**src/rtl/axi_link_bringup_seq.sv**
```systemverilog
// axi_link_bringup_seq: link bring-up sequencer (align -> rx online -> tx online) with timeout, backoff and retry limit.
module axi_link_bringup_seq #(
  parameter int DELAY_WIDTH = 16,
  parameter int RETRY_WIDTH = 4
) (
  input  logic                   clk_wr,
  input  logic                   rst_wr,
  input  logic                   phy_ready,
  input  logic                   align_done,
  input  logic                   link_lost,
  input  logic                   clr_fail,
  input  logic [DELAY_WIDTH-1:0] delay_x_value,
  input  logic [DELAY_WIDTH-1:0] delay_y_value,
  input  logic [DELAY_WIDTH-1:0] delay_z_value,
  input  logic [RETRY_WIDTH-1:0] max_retry,
  output logic                   rx_online,
  output logic                   tx_online,
  output logic                   link_up,
  output logic                   link_fail,
  output logic [2:0]             state,
  output logic [RETRY_WIDTH-1:0] retry_cnt
);
  typedef enum logic [2:0] {
    IDLE = 3'd0, WAIT_ALIGN = 3'd1, DLY_X = 3'd2, DLY_Y = 3'd3,
    ONLINE = 3'd4, BACKOFF = 3'd5, FAIL = 3'd6, BAD = 3'd7
  } state_t;
  state_t                 state_q, state_d;
  logic [DELAY_WIDTH-1:0] cnt_q, dly_q, dly_d;
  logic [RETRY_WIDTH-1:0] retry_q, retry_d;
  logic                   rx_q, tx_q, up_q, fail_q;
  logic                   done, lost, chg;
  // A zero delay behaves as one cycle; the counter saturates at its terminal value.
  assign done = (dly_q == '0) || (cnt_q == dly_q - 1'b1);
  assign lost = !phy_ready || link_lost;
  assign chg  = state_d != state_q;
  always_comb begin
    state_d = IDLE;
    case (state_q)
      IDLE:       state_d = phy_ready ? WAIT_ALIGN : IDLE;
      WAIT_ALIGN: state_d = !phy_ready ? IDLE : align_done ? DLY_X :
                            (dly_q != '0 && done) ? BACKOFF : WAIT_ALIGN;
      DLY_X:      state_d = lost ? BACKOFF : done ? DLY_Y : DLY_X;
      DLY_Y:      state_d = lost ? BACKOFF : done ? ONLINE : DLY_Y;
      ONLINE:     state_d = lost ? BACKOFF : ONLINE;
      BACKOFF:    state_d = !done ? BACKOFF :
                            (max_retry != '0 && retry_q >= max_retry) ? FAIL : IDLE;
      FAIL:       state_d = clr_fail ? IDLE : FAIL;
      default:    state_d = IDLE;
    endcase
  end
  assign dly_d   = state_d == DLY_X ? delay_x_value : state_d == DLY_Y ? delay_y_value : delay_z_value;
  assign retry_d = (chg && state_d == BACKOFF) ? (&retry_q ? retry_q : retry_q + 1'b1) :
                   (chg && (state_d == ONLINE || state_q == FAIL)) ? '0 : retry_q;
  always_ff @(posedge clk_wr or posedge rst_wr) begin
    if (rst_wr) begin
      state_q <= IDLE;
      cnt_q   <= '0;
      dly_q   <= '0;
      retry_q <= '0;
      rx_q    <= 1'b0;
      tx_q    <= 1'b0;
      up_q    <= 1'b0;
      fail_q  <= 1'b0;
    end else begin
      state_q <= state_d;
      cnt_q   <= chg ? '0 : done ? cnt_q : cnt_q + 1'b1;
      dly_q   <= chg ? dly_d : dly_q;
      retry_q <= retry_d;
      rx_q    <= state_d == DLY_Y || state_d == ONLINE;
      tx_q    <= state_d == ONLINE;
      up_q    <= state_d == ONLINE;
      fail_q  <= state_d == FAIL;
    end
  end
  assign rx_online = rx_q;
  assign tx_online = tx_q;
  assign link_up   = up_q;
  assign link_fail = fail_q;
  assign state     = state_q;
  assign retry_cnt = retry_q;
endmodule

```
**config.mk**
```make
export PLATFORM = sky130hd
export DESIGN_NAME = axi_link_bringup_seq
export DESIGN_NICKNAME = d
export VERILOG_FILES = /design/src/rtl/axi_link_bringup_seq.sv
export SDC_FILE = /design/constraint.sdc
export NUM_CORES = 1
export LEC_CHECK = 0
export BUFFER_PORTS_ARGS = -buffer_cell sky130_fd_sc_hd__buf_2
export CAP_MARGIN = 20
export CORE_UTILIZATION = 45
export CTS_BUF_LIST = sky130_fd_sc_hd__clkbuf_16
export CTS_CLUSTER_DIAMETER = 40
export DETAILED_ROUTE_END_ITERATION = 6
export PLACE_DENSITY = 0.7
export SYNTH_ARGS = -nofsm -noshare
export SYNTH_HDL_FRONTEND = slang
export SYNTH_SLANG_ARGS = --single-unit
```
**constraint.sdc**
```tcl
create_clock -name clk_wr -period 3.2 [get_ports clk_wr]
set_input_delay 0.48 -clock clk_wr [delete_from_list [all_inputs] [get_ports clk_wr]]
set_output_delay 0.48 -clock clk_wr [all_outputs]
set_load 0.01 [all_outputs]
```
Yosys cells after proc, flatten, opt, wreduce, memory -nomap -nowiden. Cells that the tools add are included.

Input bits: 58. Output and inout bits: 11. Logic and storage cells: 62. Register bits: 42.

Add/sub/neg operators: 3. Reductions and logical operators: 16. Magnitude comparators: 1. Muxes and demuxes: 20. Equal/unequal tests: 15.

Operator list (count): $mux 16 (4); $mux 3 (9); $pmux 3 s7 (1); $eq 3x3->1 const B (6); $add 16x1->16 const B (1); $eq 16x16->1 (1); $logic_not 16->1 (1); $reduce_bool 16->1 (1); $sub 16x1->16 const B (1); $eq 3x2->1 const B (4); $mux 4 (3); $add 4x1->4 const B (1); $ge 4x4->1 (1); $logic_and 1x1->1 (4); $logic_or 1x1->1 (4); $reduce_and 4->1 (1); $reduce_bool 4->1 (1); $eq 3x1->1 const B (1); $logic_not 3->1 (1); $mux 1 (3); $ne 3x3->1 (1); $ne 2x1->1 const B (1); $ne 2x2->1 const B (1); $reduce_and 2->1 (1); 2 further kinds (2).

Longest topological paths before layout. Gate-level depths: netlist (run 1).

Depth in word-level cells: 13. Depth in mapped cells: 15. Depth with buffers taken out: 12.

Worst setup path after synthesis (run 1). OpenSTA, ideal clock, no wires.

Kind: flip-flop to flip-flop. From: register dly_q[0]. To: register retry_q[1], in the netlist retry_cnt[1]. Setup time: 0.125 ns. Period minus slack after synthesis: 3.251 ns. Setup slack: -0.051 ns. Buffers on the path: 3. Arrival time: 3.126 ns. Data required time: 3.075 ns. Stages on the path, launching flop included: 15. Cell sequence: dfrtp_1 > inv_1 > ha_1 > nor3b_2 > nand4_1 > xnor2_1 > a211oi_1 > nand4b_4 > buf_6 > o211a_1 > buf_6 > or2_1 > buf_2 > o31a_1 > mux2_2.

Word-level cells in the longest chain between the ends: 13. Elaborated cells between the ends (all ways): 25. Those cells by class: add/sub: 1; eq/ne: 5; mux: 10; reduce/logical: 9.

Ends and longest elaborated chain: start, declared (line 28) `logic [DELAY_WIDTH-1:0] cnt_q, dly_q, dly_d;`; start signal, assigned (line 67) `dly_q <= chg ? dly_d : dly_q;`; $sub 16x1->16 (line 33) `assign done = (dly_q == '0) || (cnt_q == dly_q - 1'b1);`; $eq 16x16->1 (line 33); $logic_or 1x1->1 (line 33); $logic_and 1x1->1 (line 41) `(dly_q != '0 && done) ? BACKOFF : WAIT_ALIGN;`; $mux 3 (line 41); $mux 3 (2 in a row) (line 40) `WAIT_ALIGN: state_d = !phy_ready ? IDLE : align_done ? DLY_X :`; $pmux 3 s7 (*) (line 38) `case (state_q)`; $eq 3x3->1 (line 53) `(chg && (state_d == ONLINE || state_q == FAIL)) ? '0 : retry_q;`; $logic_or 1x1->1 (line 53); $logic_and 1x1->1 (line 53); $reduce_bool 2->1 (no line); $reduce_and 2->1 (no line); end signal, assigned (line 68) `retry_q <= retry_d;`; end, declared (line 29) `logic [RETRY_WIDTH-1:0] retry_q, retry_d;`.

Every way passes the cells marked *; elsewhere a longest branch is shown, timed or not. A chain may end at the register's enable or synchronous reset.

Worst setup path after layout (run 1).
From: register dly_q[1]. To: register retry_q[1], in the netlist retry_cnt[1].

Word-level cells in the longest chain between the ends: 13. Elaborated cells between the ends (all ways): 25. Those cells by class: add/sub: 1; eq/ne: 5; mux: 10; reduce/logical: 9.

Ends and longest elaborated chain: $sub 16x1->16 (line 33); $eq 16x16->1 (line 33); $logic_or 1x1->1 (line 33); $logic_and 1x1->1 (line 41); $mux 3 (line 41); $mux 3 (2 in a row) (line 40); $pmux 3 s7 (*) (line 38); net state_d[2] (line 27) `state_t state_q, state_d;`; $eq 3x3->1 (line 53); $logic_or 1x1->1 (line 53); $logic_and 1x1->1 (line 53); $reduce_bool 2->1 (no line); $reduce_and 2->1 (no line).

Mark *: on every way through the listed nets, which the timed path passes. The rest lies on a longest branch.

==> results.ini, run 1 <==
[drt]
drc = 0
num_vias = 3207
first_iter_violations = 262
wl_per_cell_um = 15.01
vias_per_cell = 5.587
first_pass_iters = 5
drt-total-wl_um = 8613
ant_nets = 0

[global_route]
antenna_found_initial = 0
track_usage = 0.2313
grt_max_degree = 43
overflow = 0
grt_pass1_wl_um = 13790
grt_pass1_vias = 2933

[layout]
final_common_cell = buf_2
drive_gt1_frac = 0.2971
final_cell_mix = buf_2, inv_1, dfrtp_1, nor2_1, buf_4
antenna_cells = 0
num-fill-cells = 598
multi_input_comb_area_um2 = 2036
final_util = 0.6078
syn_to_final_growth_pct = 28.64
fin_area_um2 = 4175
instances_no_fill = 574
layout.nets = 543
final-seq-area_um2 = 1054

[floorplan]
boundaryPins = 69
core_area_um2 = 6869
initial_core_util = 0.4725
die_area_um2 = 7556
fp.dieH_um = 86.93
die-width_um = 86.93
rows = 30

[critical_path]
path_class = reg2reg
rrSetupSlack_ps = 70
worst_ep_required_time_ps = 3370
critPathArrivalTime_ps = 3300
reg2regPathDepth = 13
worstSetupStartpoint = dly_q[1]
startpoint_type = register
r2r_start = dly_q[1]
crit_path_end_kind = register
endpoint = retry_cnt[1]
r2r-end = retry_cnt[1]
cp_max_fo = 5

[job]
maxCapViolCount = 0

[logic_synthesis]
synthesis.nets = 458
synth_edf_count = 0
async_reset_ff_frac = 1.000
synth_seq_cells = 42
synth_area_leaders = dfrtp_1, inv_1, xnor2_1
ys_types = 66
syn_avg_cell_area_um2 = 8.280
seq_area_frac_synth = 0.3238
ys.flop_type = dfrtp_1
ys_warn_count = 0
synth_top_area_share = 0.3238
syn_area_um2 = 3246
synthCells = 392
yosysTopAreaCell = dfrtp_1

[clocking]
cts_tree = built
numClockSinks = 42
clockBufferDepth = 2
cts_htree_levels = 2
clk_pin_slew_ps = 60
clk_latency_ps = 290
cts_root_buffer = clkbuf_16
ctsHoldBuffers = 0
numCtsBuffers = 5

[sta]
period_minus_slack_ps = 3129
finalWorstSetupSlack_ps = 71.05
slew_headroom = 0.5726
hold_ws_ps = 316.3
drv_slew = 0
finClkSkew_ps = 8.751
worstMarginPinSlew_ps = 635.3
finalHoldViolCount = 0
fin_crit_sh = 0.9778
setup_viol = 0
max_freq_ghz = 0.3196

[place]
place_hpwl_um = 6313
place_area_um2 = 3831
globalplace.congestion = 1.004
dp_cells = 559
place_ws_ps = -120.4
portBuffers = 68

[pwr]
cellPowerDensity_nw_per_um2 = 889.5
p_comb_frac = 0.589
power_frac_seq = 0.254
power_frac_clock = 0.157
peakVddDrop_mv = 0.4684
p_int_uw = 2070
switchingPower_uw = 1643
p_leak_uw = 0.001946
swShare = 0.4425

[hold_path]
hp-class = in2async

[status]
run_status = completed

worst min-delay path by stage:
stage	depth (start not counted)	end	from	slack [ps]
floorplan	2	cnt_q[15]	cnt_q[15]	520
global placement	1	retry_cnt[0]	retry_cnt[0]	560
detailed placement	1	retry_cnt[0]	retry_cnt[0]	560
CTS	3	link_fail	rst_wr	360
global route	3	link_fail	rst_wr	390
finish	3	link_fail	rst_wr	320
worst max-delay path, cell delays in order, from the launching register on:
cell,delay (ps)
dfrtp_1,370
inv_1,80
ha_2,180
nor3b_4,260
buf_6,150
nand4_1,130
xnor2_1,150
a211oi_1,230
buf_4,180
nand4b_2,160
and2_1,230
a221o_1,420
nand4bb_4,130
mux2_2,340
power by group through the flow:
stage               Combinational, µW  Sequential (µW)  Clock [µW]
floorplan                        1330              879           0
global placement                 1880              932           0
detailed placement               1920              939           0
CTS                              1940              929         595
global route                     2400              970         609
finish                           2190              942         585
metal layers:
metal,GRT usage,routed length (µm),up-vias
met5,0,0,-
met4,0.05152,68,0
met3,0.03507,440,6
met2,0.3694,4003,97
met1,0.3309,4100,1526
li1,-,-,1578
sequential cells by signal, summed over array words and instances (netlist names):
register / count
state: 3
retry_cnt: 4
dly_q: 16
link_fail: 1
rx_online: 1
cnt_q: 16
link_up: 1
cell type report:
type,instances,area share
Tap cell,96,0.02877
Clock inverter,3,0.01049
Clock buffer,5,0.02997
Inverter,42,0.03776
Sequential cell,42,0.2523
Multi-Input combinational cell,286,0.4876
Timing Repair Buffer,100,0.1531
cell usage after synthesis (3+ instances only):
cell / n
nor3_1: 20
inv_1: 42
nand3_1: 17
o22ai_1: 17
nand4_1: 11
a21o_1: 3
and2_1: 3
buf_2: 4
xnor2_1: 17
a21oi_1: 8
clkbuf_1: 15
nand2b_1: 7
dfrtp_1: 42
xor2_1: 17
o21ai_0: 24
and3_1: 4
a211oi_1: 18
mux2i_1: 3
ha_1: 8
nand2_1: 14
a31oi_1: 3
o31ai_1: 3
nor2_1: 31
nor3b_1: 3
nor2b_1: 4
o21ai_1: 3
cell families after synthesis:
family | synth area share
DFF | 0.3238
xor gates and xnor gates | 0.09175
and+or+nand+nor | 0.2336
AOI/OAI and AO/OA | 0.2201
muxes | 0.01619
adders and majority gates | 0.03084
buffers and inverters | 0.08365
through the flow:
stage,setup TNS [ps],total power (µW)
3_5_place_dp,-1210,2862
5_1_grt,-209.5,3981
3_3_place_gp,-567.2,2809
2_1_floorplan,0,2210
6_report,0,3714
4_1_cts,0,3469
what timing repair did:
action | in CTS | in global routing
gates resized for setup | 3 | 22
buffers inserted | 1 | 4
setup endpoints to repair | 16 | 37
gates cloned | 0 | 2
pin swaps | 0 | 6
Power figures use the tool's default switching activity.
==> run 2: changes to the inputs <==
Settings changed: CORE_UTILIZATION 45 to 50, PLACE_DENSITY 0.7 to 0.77.
==> results.ini, run 2 (synthesis gave the netlist of run 1 again) <==
[critical_path]
worst_ep_required_time_ps = 3370  ; about the same
crit_chain = buf_4 > or4_4 > o311a_1 > o22a_2 > nand4b_4 > buf_6 > o21ai_4 > or2_4 > buf_4 > o31a_1 > mux2_2  ; was inv_1 > ha_2 > nor3b_4 > buf_6 > nand4_1 > xnor2_1 > a211oi_1 > buf_4 > nand4b_2 > and2_1 > a221o_1 > nand4bb_4 > mux2_2
crit_slowest_cell = or4_4  ; was a221o_1
path_common_cell = buf_4
reg2regPathDepth = 11  ; was 13
path_class = reg2reg  ; unchanged
cp_max_fo = 7  ; was 5
critPathArrivalTime_ps = 3300  ; about the same
slowest_delay_ps = 500  ; was 420 ps
startpoint_type = register  ; unchanged
crit_path_end_kind = register  ; unchanged

[drt]
drt-total-wl_um = 8493  ; was 8613 µm
first_iter_violations = 178  ; was 262
vias_per_cell = 5.778  ; was 5.587
num_vias = 3207  ; unchanged
first_pass_iters = 5  ; unchanged
wl_per_cell_um = 15.30  ; was 15.01 µm
ant_nets = 0  ; unchanged
drc = 0  ; unchanged

[clocking]
cts_htree_levels = 2  ; unchanged
clk_latency_ps = 280  ; was 290 ps
clockBufferDepth = 2  ; unchanged
cts_tree = built  ; unchanged
cts_root_buffer = clkbuf_16  ; unchanged
ctsHoldBuffers = 0  ; unchanged
numClockSinks = 42  ; unchanged
numCtsBuffers = 5  ; unchanged
clk_pin_slew_ps = 60  ; about the same

[sta]
fin_crit_sh = 0.9768  ; was 0.9778
setup_viol = 0  ; unchanged
fin_tns_setup_ps = 0  ; unchanged
hold_ws_ps = 319.9  ; was 316.3 ps
drv_slew = 0  ; unchanged
finClkSkew_ps = 3.270  ; was 8.751 ps
period_minus_slack_ps = 3126  ; was 3129 ps
finalWorstSetupSlack_ps = 74.11  ; was 71.05 ps
finalHoldViolCount = 0  ; unchanged
max_freq_ghz = 0.3199  ; was 0.3196 GHz
worstMarginPinSlew_ps = 605.1  ; was 635.3 ps
slew_headroom = 0.5966  ; was 0.5726

[place]
place_hpwl_um = 6331  ; was 6313 µm
globalplace.congestion = 0.9229  ; was 1.004
portBuffers = 68  ; unchanged
place_ws_ps = -127.0  ; was -120.4 ps

[layout]
final_cell_mix = buf_2, dfrtp_1, inv_1, nor2_1, buf_4  ; was buf_2, inv_1, dfrtp_1, nor2_1, buf_4
final_common_cell = buf_2  ; unchanged
final_util = 0.6798  ; was 0.6078
num-fill-cells = 509  ; was 598
drive_gt1_frac = 0.2979  ; was 0.2971
layout.nets = 545  ; was 543
antenna_cells = 0  ; unchanged
syn_to_final_growth_pct = 27.68  ; was 28.64%

[floorplan]
die_area_um2 = 6818  ; was 7556 µm²
die-width_um = 82.57  ; was 86.93 µm
core_area_um2 = 6096  ; was 6869 µm²
rows = 28  ; was 30
boundaryPins = 69  ; unchanged
fp.dieH_um = 82.57  ; was 86.93 µm
initial_core_util = 0.5324  ; was 0.4725

[global_route]
overflow = 0  ; unchanged
grt.busiest_layer = met2  ; unchanged
use_met2 = 0.4256  ; was 0.3694
grt_max_degree = 43  ; unchanged
antenna_found_initial = 0  ; unchanged
track_usage = 0.2685  ; was 0.2313
grt_pass1_wl_um = 14030  ; was 13790 µm
use_met1 = 0.3793  ; was 0.3309
grtUsageMet3 = 0.03846  ; was 0.03507
grt_pass1_vias = 2892  ; was 2933

[pwr]
peakVddDrop_mv = 0.7535  ; was 0.4684 mV
cellPowerDensity_nw_per_um2 = 873.2  ; was 889.5 nW/µm²
p_leak_uw = 0.001939  ; was 0.001946 µW

[job]
maxCapViolCount = 0  ; unchanged

[status]
run_status = completed  ; unchanged

[hold_path]
hp-class = in2async  ; unchanged

run 2: cell types whose count changed in the layout (fill, tap and decap cells not counted), sizes merged:
cell / change
clkbuf: -1
nand4b: -1
clkinv: -1
buf: +4
clkinvlp: +1
run 2: report_power, final:
| part | internal, µW | switching [µW] | leakage, µW |
|---|---|---|---|
| clock | 365 | 215 | 0.0000812 |
| combinational | 957 | 1150 | 0.00131 |
| sequential | 691 | 238 | 0.000546 |
| total | 2010 | 1610 | 0.00194 |
run 2: critical path, delay by kind of cell (launching register included):
kind | cells | cell delay, ps
compound gates | 4 | 980
buf+inv | 3 | 460
flops | 1 | 390
mux | 1 | 260
simple gates | 3 | 920
run 2: through the flow:
| step | area [µm²] | instances | power, µW |
|---|---|---|---|
| after global routing | 4144 | 555 | 3895 |
| after floorplan | 3252 | 392 | 2210 |
| after CTS | 3963 | 546 | 3416 |
| after global placement | 3792 | 538 | 2768 |
| after detailed placement | 3792 | 538 | 2825 |
| final | 4144 | 555 | 3619 |
run 2: layer usage:
| layer | up-vias | wire length, µm |
|---|---|---|
| met2 | 110 | 3965 |
| met1 | 1495 | 4000 |
| met5 | - | 0 |
| li1 | 1589 | - |
| met4 | 0 | 138 |
| met3 | 13 | 388 |
run 2: final timing paths:
| kind | to | start | slack, ps |
|---|---|---|---|
| worst min-delay path | link_fail | rst_wr | 320 |
| min in group clk_wr | dly_q[8] | delay_z_value[8] | 490 |
| max in group asynchronous | dly_q[10] | rst_wr | 2520 |
| worst max register to register | retry_cnt[1] | dly_q[1] | 70 |
| worst max-delay path | retry_cnt[1] | dly_q[1] | 70 |
| worst min register to register | retry_cnt[2] | retry_cnt[2] | 590 |
run 2: cell type report:
cell class | instances | area [µm²] | share of cell area
clock buffers | 5 | 125.1 | 0.03019
clock inverters | 3 | 41.29 | 0.009964
inverters | 42 | 157.7 | 0.03804
multi-input cells | 285 | 2036 | 0.4912
flip-flops and latches | 42 | 1051 | 0.2536
well taps | 75 | 93.84 | 0.02264
repair buffers | 103 | 639.4 | 0.1543
run 2: repair_timing:
item,in CTS,in global routing
setup endpoints to repair,17,31
gates cloned,0,0
gates resized for setup,2,25
pin swaps,0,9
setup buffers,0,9
